**src/rtl/adc_serial_rx.sv**
```systemverilog
// rtl/adc_serial_rx.sv - ADCS7476-style serial receiver: drives CS/SCLK, shifts in 16-bit frames, emits 12-bit samples
module adc_serial_rx #(
    parameter int HALF_DIV     = 2,
    parameter int QUIET_CYCLES = 4,
    parameter int FRAME_BITS   = 16
) (
    input  logic        clk,
    input  logic        reset,
    input  logic        en,
    output logic        adc_cs,
    output logic        adc_clk,
    input  logic        adc_so,
    output logic [11:0] sample_data,
    output logic        sample_valid,
    output logic        lead_err,
    output logic [15:0] sample_count,
    output logic        busy
);

    localparam int PW = (HALF_DIV > 1) ? $clog2(2 * HALF_DIV) : 1;
    localparam int QW = (QUIET_CYCLES > 1) ? $clog2(QUIET_CYCLES + 1) : 1;

    typedef enum logic [1:0] {
        IDLE,
        QUIET,
        SHIFT,
        DONE
    } state_t;

    state_t        state;
    logic [PW-1:0] ph;
    logic [3:0]    bit_idx;
    logic [QW-1:0] qcnt;
    logic [15:0]   shreg;
    logic [15:0]   shift_next;

    // The final bit lands on the same edge that publishes the sample.
    assign shift_next = {shreg[14:0], adc_so};

    always_ff @(posedge clk) begin
        if (reset) begin
            state        <= IDLE;
            ph           <= '0;
            bit_idx      <= '0;
            qcnt         <= '0;
            shreg        <= '0;
            adc_cs       <= 1'b1;
            adc_clk      <= 1'b1;
            sample_data  <= '0;
            sample_valid <= 1'b0;
            lead_err     <= 1'b0;
            sample_count <= '0;
            busy         <= 1'b0;
        end else begin
            sample_valid <= 1'b0;
            case (state)
                IDLE: begin
                    adc_cs  <= 1'b1;
                    adc_clk <= 1'b1;
                    busy    <= 1'b0;
                    if (en) begin
                        state <= QUIET;
                        qcnt  <= '0;
                        busy  <= 1'b1;
                    end
                end
                QUIET: begin
                    if (qcnt == QW'(QUIET_CYCLES - 1)) begin
                        state   <= SHIFT;
                        adc_cs  <= 1'b0;
                        adc_clk <= 1'b0;
                        ph      <= '0;
                        bit_idx <= '0;
                    end else begin
                        qcnt <= qcnt + QW'(1);
                    end
                end
                SHIFT: begin
                    if (ph == PW'(2 * HALF_DIV - 1)) begin
                        shreg <= shift_next;
                        if (bit_idx == 4'(FRAME_BITS - 1)) begin
                            state        <= DONE;
                            adc_cs       <= 1'b1;
                            adc_clk      <= 1'b1;
                            sample_data  <= shift_next[11:0];
                            lead_err     <= |shift_next[15:12];
                            sample_valid <= 1'b1;
                            sample_count <= sample_count + 16'd1;
                        end else begin
                            bit_idx <= bit_idx + 4'd1;
                            ph      <= '0;
                            adc_clk <= 1'b0;
                        end
                    end else begin
                        ph <= ph + PW'(1);
                        if (ph == PW'(HALF_DIV - 1)) begin
                            adc_clk <= 1'b1;
                        end
                    end
                end
                DONE: begin
                    if (en) begin
                        state <= QUIET;
                        qcnt  <= '0;
                    end else begin
                        state <= IDLE;
                        busy  <= 1'b0;
                    end
                end
                default: begin
                    state <= IDLE;
                end
            endcase
        end
    end

endmodule

```
**config.mk**
```make
export PLATFORM = sky130hd
export DESIGN_NAME = adc_serial_rx
export DESIGN_NICKNAME = d
export VERILOG_FILES = /design/src/rtl/adc_serial_rx.sv
export SDC_FILE = /design/constraint.sdc
export NUM_CORES = 1
export LEC_CHECK = 0
export CORE_MARGIN = 2
export CORE_UTILIZATION = 50
export CTS_CLUSTER_DIAMETER = 50
export DETAILED_ROUTE_END_ITERATION = 10
export PLACE_DENSITY = 0.77
export SETUP_SLACK_MARGIN = 0.2
export SLEW_MARGIN = 20
export SYNTH_ARGS = -nofsm -noshare
export SYNTH_HDL_FRONTEND = slang
export SYNTH_SLANG_ARGS = --single-unit
```
**constraint.sdc**
```tcl
create_clock -name clk -period 2.8 [get_ports clk]
set_input_delay 0.42 -clock clk [delete_from_list [all_inputs] [get_ports clk]]
set_output_delay 0.42 -clock clk [all_outputs]
set_load 0.02 [all_outputs]
```
==> results.sh <==
export IMPL_cts_hold_buf=0
export IMPL_via_per_inst=5.29
export IMPL_slew_viol_final=0
export IMPL_worst_ep_required_time_ps=3070
export IMPL_multiInputGateArea_um2=1320
export IMPL_first_global_vias=2069
export IMPL_worstSkewPairLatency_ps=340
export IMPL_whs_endpoint="sample_data[5]$_SDFFE_PP0P_"
export IMPL_grt_overflow=0
export IMPL_hold_depth=2
export IMPL_slowest_stage="and2_1"
export IMPL_grt_max_degree=33
export IMPL_leakage_nw=1.11
export IMPL_final_hold_viol_count=0
export IMPL_fin_nets=362
export IMPL_outcome="finished, final reports clean"
export IMPL_power_density_nw_per_um2=684
export IMPL_postCtsSetupBuffers=0
export IMPL_startpoint="state[0]$_SDFFE_PP0P_"
export IMPL_end_kind="flop"
export IMPL_min_from="sample_data[5]$_SDFFE_PP0P_"
export IMPL_r2r_slack_ps=710
export IMPL_regArea_um2=1180
export IMPL_maxClockFrequency_ghz=0.479
export IMPL_gp_congestion=0.861
export IMPL_drive_above_1_share_pct=5.98
export IMPL_cts_htree_levels=3
export IMPL_synth_cells=313
export IMPL_drtPass1Iterations=4
export IMPL_synthArstFlopShare_pct=0
export IMPL_synth_seq_cells=59
export IMPL_holdWs_ps=457
export IMPL_fin_area_um2=3180
export IMPL_ios=37
export IMPL_syn_area_per_cell_um2=8.30
export IMPL_relSlewSlack_pct=56.0
export IMPL_fill_cells=463
export IMPL_fp_dieW_um=76.1
export IMPL_worstPathArrival_ps=2360
export IMPL_critPathBufInv=1
export IMPL_clk_pin_slew_worst_paths_ps=70
export IMPL_core_area_um2=5070
export IMPL_cp_top_family="simple AND/OR/NAND/NOR gates"
export IMPL_worst_slew_pin_slew_ps=656
export IMPL_ys_types=38
export IMPL_die_y_um=76.1
export IMPL_cp_cell_sequence="inv_1 -> ha_1 -> and4_1 -> and2_1 -> o21ai_0 -> a21oi_1"
export IMPL_seq_area_frac_synth_pct=45.5
export IMPL_hpwl_mm=3.62
export IMPL_setup_tns_ps=0
export IMPL_rr_worst_depth=6
export IMPL_placed_cell_area_um2=2990
export IMPL_root_buffer="clkbuf_8"
export IMPL_worstHoldPathType="reg -> reg"
export IMPL_grt_pass1_wl_mm=9.28
export IMPL_r2r_start="state[0]$_SDFFE_PP0P_"
export IMPL_num_vias=2229
export IMPL_cts_sinks=59
export IMPL_rsz0062_at_grt="false"
export IMPL_ys_flop_type="dfxtp_1"
export IMPL_crit_type="reg -> reg"
export IMPL_antenna_cells=0
export IMPL_cts_repair_resize_count=0
export IMPL_initial_core_util_pct=51.2
export IMPL_cp_max_fo=16
export IMPL_cpPeakStageDelay_ps=570
export IMPL_peakVddDrop_mv=0.387
export IMPL_maxCapViolCount=0
export IMPL_drt_drc_violations_left=0
export IMPL_synth_area_um2=2600
export IMPL_cp_start_kind="flop"
export IMPL_post_route_period_util_pct=74.6
export IMPL_die_area_um2=5790
export IMPL_yosys_warnings=0
export IMPL_ant_nets=0
export IMPL_grtUsageTotal_pct=19.7
export IMPL_grt_antenna_before_repair=0
export IMPL_fin_crit_ps=2090
export IMPL_rows=26
export IMPL_clockBufferDepth=2
export IMPL_wl_per_cell_um=12.9
export IMPL_numCtsBuffers=9
export IMPL_port_buffers=36
export IMPL_area_growth_pct=22.5
export IMPL_synth_edf_count=0
export IMPL_reg2reg_to="ph[0]$_SDFFE_PP0P_"
export IMPL_first_iter_violations=214
export IMPL_syn_nets=329
export IMPL_fin_skew_ps=8.34
export IMPL_setup_viol=0
export IMPL_wirelength_mm=5.43
export IMPL_cts_tree="done"
[state kept, by name, indices dropped and copies added (netlist names)]
name / count
ph: 2
shreg: 15
sample_data: 12
adc_clk: 1
bit_idx: 4
lead_err: 1
state: 2
qcnt: 3
busy: 1
sample_valid: 1
sample_count: 16
adc_cs: 1
[per-layer routing]
| layer | up-vias | routed length (um) | global-route usage [%] |
|---|---|---|---|
| met5 | - | 0 | 0 |
| met4 | 0 | 102 | 9.64 |
| met3 | 10 | 207 | 5.45 |
| met2 | 41 | 2540 | 31.4 |
| met1 | 1035 | 2570 | 24.6 |
| li1 | 1143 | - | - |
[layout by cell type, fill, tap and decap left out, types with 5 or more instances in the layout]
| master | Yosys | layout |
|---|---|---|
| nor2_1 | 15 | 15 |
| or3_1 | 7 | 7 |
| dfxtp_1 | 59 | 59 |
| nor2b_1 | 5 | 5 |
| ha_1 | 12 | 12 |
| and2_1 | 7 | 7 |
| nand3_1 | 9 | 9 |
| a21oi_1 | 50 | 50 |
| clkbuf_8 | 0 | 10 |
| clkdlybuf4s50_1 | 0 | 35 |
| o21ai_0 | 13 | 13 |
| nand2_1 | 64 | 64 |
| inv_1 | 8 | 8 |
[cell families after synthesis]
logic type / after synthesis / synth area share, %
AOI/OAI and AO/OA: 75 / 15.8
xor gates and xnor gates: 6 / 2.02
adders and majority gates: 12 / 5.78
buffers and inverters: 24 / 3.76
DFF: 59 / 45.5
muxes: 4 / 1.54
and+or+nand+nor: 133 / 25.6
[stage by stage]
step           power [mW]  cells  util, %  setup slack (ps)
3_3_place_gp         1.42    405     58.9               798
6_report             2.18    421     62.7               711
4_1_cts              2.19    421     62.7               713
5_1_grt              2.29    421     62.7               515
2_1_floorplan        1.29    313        -               996
3_5_place_dp         1.43    405     58.9               730
[worst register-to-register path, delay by kind of cell, from the launching register on]
| kind | cells | cell delay, ps |
|---|---|---|
| DFF | 1 | 360 |
| buffers and inverters | 1 | 120 |
| and+or+nand+nor | 2 | 1030 |
| AOI/OAI and AO/OA | 2 | 340 |
| adders and majority gates | 1 | 180 |
[power by group]
part	internal [mW]	switching (mW)	leakage, nW	total (mW)
clock	0.430	0.327	0.0991	0.757
sequential	0.883	0.0369	0.476	0.919
combinational	0.204	0.295	0.538	0.499
total	1.52	0.659	1.11	2.18
[worst max path at each step]
stage | to | cells after the start
after floorplan | sample_count[14]$_SDFFE_PP0P_ | 7
after global placement | ph[0]$_SDFFE_PP0P_ | 6
after detailed placement | ph[0]$_SDFFE_PP0P_ | 6
after CTS | ph[0]$_SDFFE_PP0P_ | 6
after global routing | ph[0]$_SDFFE_PP0P_ | 6
final | ph[0]$_SDFFE_PP0P_ | 6
[layout make-up]
cell class                      count  area share [%]
Multi-Input combinational cell    230            41.4
Clock buffer                       11            4.44
Tap cell                           70            2.75
Timing Repair Buffer               38            11.6
Sequential cell                    59            37.1
Clock inverter                      5            1.65
Inverter                            8           0.944
[cell usage after synthesis, types with 3 or more instances]
cell      count  area, um2
nor3_1        3       15.0
nand3_1       9       45.0
and2_1        7       43.8
or4_1         3       22.5
nor2b_1       5       31.3
mux2i_1       4       40.0
nand4_1       4       25.0
inv_1         8       30.0
dfxtp_1      59       1180
nand3b_1      3       22.5
o31ai_1       3       22.5
buf_2         3       15.0
xor2_1        4       35.0
clkbuf_1     11       41.3
ha_1         12        150
a21oi_1      50        250
nand2b_1      4       25.0
nand2_1      64        240
or3_1         7       43.8
nor2_1       15       56.3
o21ai_0      13       65.1
Power figures use the tool's default switching activity.
